===== config.mk =====
export PLATFORM = sky130hd
export DESIGN_NAME = fifo_rd_prefetch
export DESIGN_NICKNAME = d
export VERILOG_FILES = /design/src/rtl/fifo_rd_prefetch.sv
export SDC_FILE = /design/constraint.sdc
export NUM_CORES = 1
export LEC_CHECK = 0
export BUFFER_PORTS_ARGS = -buffer_cell sky130_fd_sc_hd__buf_2
export CAP_MARGIN = 20
export CORE_MARGIN = 2
export CORE_UTILIZATION = 54
export CTS_CLUSTER_DIAMETER = 120
export DETAILED_ROUTE_END_ITERATION = 8
export PLACE_DENSITY = 0.88
export SLEW_MARGIN = 25
export SYNTH_ARGS = -nofsm -noshare
export SYNTH_HDL_FRONTEND = slang
export SYNTH_SLANG_ARGS = --single-unit

===== constraint.sdc =====
create_clock -name rclk -period 4.22 [get_ports rclk]
set_input_delay 0.422 -clock rclk [delete_from_list [all_inputs] [get_ports rclk]]
set_output_delay 0.422 -clock rclk [all_outputs]
set_load 0.05 [all_outputs]

===== src/rtl/fifo_rd_prefetch.sv =====
// fifo_rd_prefetch
//   Read-side prefetch stage of the async FIFO, clocked by rclk. It pulls words
//   out of the FIFO memory via rinc/empty/rdata and holds up to BUF_DEPTH of them
//   in a small circular buffer. That buffer feeds a registered valid/ready stream,
//   so consumers never deal with empty/rinc semantics or memory read timing.
//
// Ports
//   rclk     in   read-domain clock
//   rst_n    in   asynchronous active-low reset
//   empty    in   FIFO empty flag (registered in the read-pointer logic)
//   rdata    in   memory read data at the current raddr (combinational)
//   rinc     out  read increment; also the buffer write strobe
//   m_valid  out  head word valid
//   m_data   out  head word, always driven from buffer registers
//   m_ready  in   consumer accepts the head word
//   level    out  number of words buffered, 0..BUF_DEPTH
//   flush    in   synchronous buffer flush (only with FIFO_RD_FLUSH_EN)
//
// Build option
//   FIFO_RD_FLUSH_EN  adds the flush port. When it is undefined, flush is tied off.

module fifo_rd_prefetch #(
    parameter int DATA_WIDTH = 8,
    parameter int BUF_DEPTH  = 2,
    localparam int LVL_W     = $clog2(BUF_DEPTH) + 1
) (
    input  logic                  rclk,
    input  logic                  rst_n,
    input  logic                  empty,
    input  logic [DATA_WIDTH-1:0] rdata,
    output logic                  rinc,
    output logic                  m_valid,
    output logic [DATA_WIDTH-1:0] m_data,
    input  logic                  m_ready,
    output logic [LVL_W-1:0]      level
`ifdef FIFO_RD_FLUSH_EN
    ,
    input  logic                  flush
`endif
);

    localparam int              IDX_W    = $clog2(BUF_DEPTH);
    localparam logic [LVL_W-1:0] FULL_LVL = LVL_W'(BUF_DEPTH);

    logic [DATA_WIDTH-1:0] mem_q [BUF_DEPTH];
    logic [LVL_W-1:0]      count_q;
    logic [IDX_W-1:0]      wr_idx_q;
    logic [IDX_W-1:0]      rd_idx_q;

    logic flush_i;
    logic pop;
    logic push;

`ifdef FIFO_RD_FLUSH_EN
    assign flush_i = flush;
`else
    assign flush_i = 1'b0;
`endif

    // A pop frees a slot on the same edge, so a full buffer can still accept a
    // word while draining. This gives the m_ready -> rinc combinational path.
    assign pop  = (count_q != '0) & m_ready;
    assign push = ~flush_i & ~empty & ((count_q < FULL_LVL) | pop);
    assign rinc = push;

    // BUF_DEPTH is a power of two, so the indices wrap naturally on overflow.
    always_ff @(posedge rclk or negedge rst_n) begin
        if (!rst_n) begin
            count_q  <= '0;
            wr_idx_q <= '0;
            rd_idx_q <= '0;
            for (int i = 0; i < BUF_DEPTH; i++) begin
                mem_q[i] <= '0;
            end
        end else if (flush_i) begin
            // Words already pulled from the FIFO are dropped. The FIFO itself is untouched.
            count_q  <= '0;
            wr_idx_q <= '0;
            rd_idx_q <= '0;
        end else begin
            if (push) begin
                mem_q[wr_idx_q] <= rdata;
                wr_idx_q        <= wr_idx_q + IDX_W'(1);
            end
            if (pop) begin
                rd_idx_q <= rd_idx_q + IDX_W'(1);
            end
            unique case ({push, pop})
                2'b10:   count_q <= count_q + LVL_W'(1);
                2'b01:   count_q <= count_q - LVL_W'(1);
                default: count_q <= count_q;
            endcase
        end
    end

    assign m_valid = (count_q != '0);
    assign m_data  = mem_q[rd_idx_q];
    assign level   = count_q;

endmodule

; After elaboration in Yosys (flattened, before gate mapping)
; Index checks and enable logic that the tools add are counted.
[totals]
regBits = 20
input_bits = 12
out_inout_bits = 12
elab_cells = 31
[classes]
n_addsub = 4
magnitude_cmp = 4
n_eq_ne = 2
mux = 7
bitwise = 6
reduce_logical = 3
[ops]
columns = cell, count
row1 = $mux W8, 4
row2 = $bwmux W16, 1
row3 = $demux W8 S1, 1
row4 = $ge A2 B2 Y1 const B, 2
row5 = $not A1 Y2, 2
row6 = $pmux W2 S2, 1
row7 = $reduce_bool A2 Y1, 2
row8 = $add A1 B1 Y1 const B, 2
row9 = $add A2 B1 Y2 const B, 1
row10 = $and A1 B1 Y1, 2
row11 = $eq A2 B1 Y1 const B, 1
row12 = $eq A2 B2 Y1 const B, 1
row13 = $lt A2 B1 Y1 const B, 1
row14 = $lt A2 B2 Y1 const B, 1
row15 = $sub A2 B1 Y2 const B, 1
row16 = $logic_and A1 B1 Y1, 1
row17 = $not A1 Y1, 1
row18 = $or A1 B1 Y1, 1

; Longest topological paths before layout
[logic_depth]
ltp_word = 6
depth_mapped = 7
ltp_nobuf = 7

; Worst setup path before layout
; Ideal clock, no wire load.
[synth_timing]
path_kind = register to register
start = register count_q[1], in the netlist level[1]
end = register count_q[1], in the netlist level[1]
setup_time_ns = 0.145
arrival_ns = 2.120
required_ns = 4.075
setup_slack_ns = 1.955
stages_incl_launch_ff = 8
n_path_buf = 0
synth_period_minus_slack_ns = 2.265
path_cell_list = dfrtp_1 > nor2b_4 > nor2_1 > inv_1 > ha_1 > xnor2_1 > nor2_1 > xor2_1
[synth_via]
elab_chain_len = 6
elab_cells_between_ends = 11
classes_between = 2 x add/sub / 1 x order compare / 2 x eq/ne / 1 x mux / 3 x bitwise / 2 x reduce/logical
[synth_lines]
columns = element, line_no
row1 = "start, declared", 46  ; logic [LVL_W-1:0] count_q;
row2 = "start signal, assigned", 89  ; 2'b10: count_q <= count_q + LVL_W'(1);
row3 = "start signal, assigned", 90  ; 2'b01: count_q <= count_q - LVL_W'(1);
row4 = "start signal, assigned", 91  ; default: count_q <= count_q;
row5 = $reduce_bool A2 Y1, 62  ; assign pop = (count_q != '0) & m_ready;
row6 = $and A1 B1 Y1, 62
row7 = $or A1 B1 Y1 *, 63  ; assign push = ~flush_i & ~empty & ((count_q < FULL_LVL) | pop);
row8 = $and A1 B1 Y1 *, 63
row9 = net rinc, 31  ; output logic rinc,
row10 = $eq A2 B1 Y1 or $eq A2 B2 Y1 (tied branches), 88  ; unique case ({push, pop})
row11 = $pmux W2 S2 or $reduce_bool A2 Y1 (tied branches), n/a
; Mark *: on every way through the listed nets, which the timed path passes. The rest lies on a longest branch.
; A chain may end at the register's enable or synchronous reset.

; Worst setup path after layout
[layout_timing]
start = register rd_idx_q
end = output port m_data[0]
[layout_via]
elab_chain_len = 4
[layout_lines]
columns = element, line_no
row1 = "start, declared", 48  ; logic [IDX_W-1:0] rd_idx_q;
row2 = "start signal, assigned", 86  ; rd_idx_q <= rd_idx_q + IDX_W'(1);
row3 = $not A1 Y2 (not written as such), 97  ; assign m_data = mem_q[rd_idx_q];
row4 = $mux W8 (not written as such) (3 in a row), 97
row5 = "end, declared", 33  ; output logic [DATA_WIDTH-1:0] m_data,
; No other way between the ends. The select of a mux whose other input is x is not followed.

==> results_dict.tcl <==
set metrics [dict create \
    yosysWarnings 0 \
    layout_setup_ws_ns 2.302 \
    first_iter_violations 1 \
    routed_wl_um 1492 \
    critPathSlowestCell "dfrtp_1" \
    synth_cell_types 17 \
    wl_met1_um 677 \
    final_util 0.6457 \
    cts_tree "built" \
    slew_viol_final 0 \
    tightest_slew_ns 0.4847 \
    ioPinCount 24 \
    grt_use_total 0.1668 \
    worstSetupStartpoint "rd_idx_q" \
    max_freq_mhz 521.5 \
    path_class "reg -> out" \
    start_util 0.5596 \
    hold_class "in -> async" \
    fin_crit_sh 0.4544 \
    diodes 0 \
    final_nets 100 \
    skew_ns 0.006206 \
    ys_seq_area_frac 0.5355 \
    endpoint_kind "output port" \
    syn_inst 61 \
    grt_overflow 0 \
    syn-num-nets 74 \
    dpl.hpwl_um 1099 \
    slowest_delay_ns 0.61 \
    rr_endpoint "level[1]" \
    cp.arrival_ns 1.50 \
    syn2layout_area_growth_pct 15.39 \
    start_kind "flip-flop" \
    required_ns 3.80 \
    io_buffers 23 \
    htree_levels 1 \
    fin_crit_ns 1.918 \
    max_slew_margin 0.6769 \
    first_global_vias 556 \
    endpoint "m_data[0]" \
    synthTopCellsByArea "dfrtp_1 (54%), mux2_2 (19%), mux2_4 (13%), nor3b_4 (2.0%), xnor2_1 (1.9%)" \
    grt_setup_unrepaired "false" \
    insertion_delay_ns 0.29 \
    critPathMaxFanout 9 \
    grt_pass1_wl_um 2380 \
    regToRegSetupSlack_ns 2.61 \
    timing.rr.start "level[1]" \
    hold_buffers 0 \
    hold_viol_final 0 \
    status "complete, no violations" \
    synth_top_area_frac 0.5355 \
    cts-root-buf "clkbuf_4" \
    cts_setup_buffers 0 \
    netlist_area_sq_um 934.6 \
    dr.pass1.iters 4 \
    finalSetupTns_ns 0 \
    drc 0 \
    r2r_cells 5 \
    chipHeight_um 45.61 \
    antenna_found_initial 0 \
    finalSetupViolCount 0 \
    cts_buffers 3 \
    syn_avg_cell_area_sq_um 15.32 \
    ctsResizeCount 0 \
    n_fill_cell 138 \
    wl_met3_um 61 \
    place.gp.congestion 0.6328 \
    cap_violations 0 \
    path_clk_slew_ns 0.11 \
    fp.dieW_um 45.61 \
    clock-sinks 20 \
    clockBufferDepth 2 \
    layout-drive-gt1-share 0.6235 \
    regArea_sq_um 500.5 \
    route.top_layer_used "met4" \
    design.core.area_sq_mm 0.001670 \
    wl_per_cell_um 14.63 \
    row_count 15 \
    ys_seq_elements 20 \
    drt-vias-per-instance 5.353 \
    drtAntennaViolNets 0 \
    pre_cts_ws_ns 2.572 \
    fp.dieArea_sq_mm 0.002080 \
    yosys.area.top_type "dfrtp_1" \
    grt_start_max_net_pins 21 \
    crit_path_cell_trace "mux2_2 > buf_2" \
    wl_met2_um 716 \
    vias 546 \
    multi_input_area_sq_um 415.4 \
]
-- cell families (layout without fill, tap and decap cells) --
group	Yosys count	in the layout	share of synthesized area
multiplexers	24	24	0.3213
XOR/XNOR	4	4	0.03749
AND/OR/NAND/NOR	8	8	0.06695
flip-flops	20	20	0.5355
buffers and inverters	3	27	0.02007
AO/OA/AOI/OAI	1	1	0.005350
adder cells (fa/ha/maj)	1	1	0.01338
-- layer usage --
metal  up-vias  GRT usage
met4         0     0.1059
li1        260          -
met1       265     0.2137
met2        17     0.2535
met5         -          0
met3         4    0.03571
-- synthesized netlist by cell type --
cell type and number:
dfrtp_1 20, mux2_2 16, mux2_4 8, nor2_1 2, xnor2_1 2, xor2_1 2, and2_1 1, buf_6 1
clkbuf_1 1, ha_1 1, inv_1 1, nand2_1 1, nor2b_4 1, nor3b_4 1, o21ai_0 1, or2_2 1
or3_1 1
-- critical path: cells and delay by family (launching register included) --
family | cells | cell delay [ns]
DFF | 1 | 0.61
muxes | 1 | 0.39
buffers and inverters | 1 | 0.21
-- worst min path at each step --
| stage | cells after the start | from | to | slack (ns) |
|---|---|---|---|---|
| after CTS | 1 | rst_n | mem_q[0] | 0.07 |
| final | 1 | rst_n | mem_q[11] | 0.05 |
| after floorplan | 0 | rst_n | level[0] | 0.13 |
| after global placement | 1 | rst_n | mem_q[2] | 0.38 |
| after global routing | 1 | rst_n | mem_q[0] | 0.07 |
| after detailed placement | 1 | rst_n | mem_q[8] | 0.39 |
-- area by class of cell --
| class | instances | area share |
|---|---|---|
| timing repair buffer | 23 | 0.1067 |
| clock buffer | 3 | 0.02088 |
| inverter | 1 | 0.003480 |
| multi-input combinational | 38 | 0.3852 |
| sequential | 20 | 0.4640 |
| tap | 17 | 0.01972 |
-- placed cells by master (no fill, tap or decap) --
cell type / count
and2_1: 1
buf_2: 23
clkbuf_4: 3
dfrtp_1: 20
ha_1: 1
inv_1: 1
mux2_2: 16
mux2_4: 8
nand2_1: 1
nor2_1: 2
nor2b_4: 1
nor3b_4: 1
o21ai_0: 1
or2_2: 1
or3_1: 1
xnor2_1: 2
xor2_1: 2
-- registers in the layout, summed over array words and instances, names as in the netlist --
signal    flops
mem_q        16
rd_idx_q      1
level         2
wr_idx_q      1
-- per-stage QoR --
| step | hold WS [ns] | instance area (sq um) | instances |
|---|---|---|---|
| floorplan | 0.1264 | 934.6 | 61 |
| global placement | 0.3823 | 1056 | 99 |
| finish | 0.05083 | 1079 | 102 |
| detailed placement | 0.3854 | 1056 | 99 |
| global route | 0.06948 | 1079 | 102 |
| CTS | 0.06550 | 1079 | 102 |
Power is not shown: default switching activity piles up to over one toggle a cycle in this logic, so the estimate is an artifact.
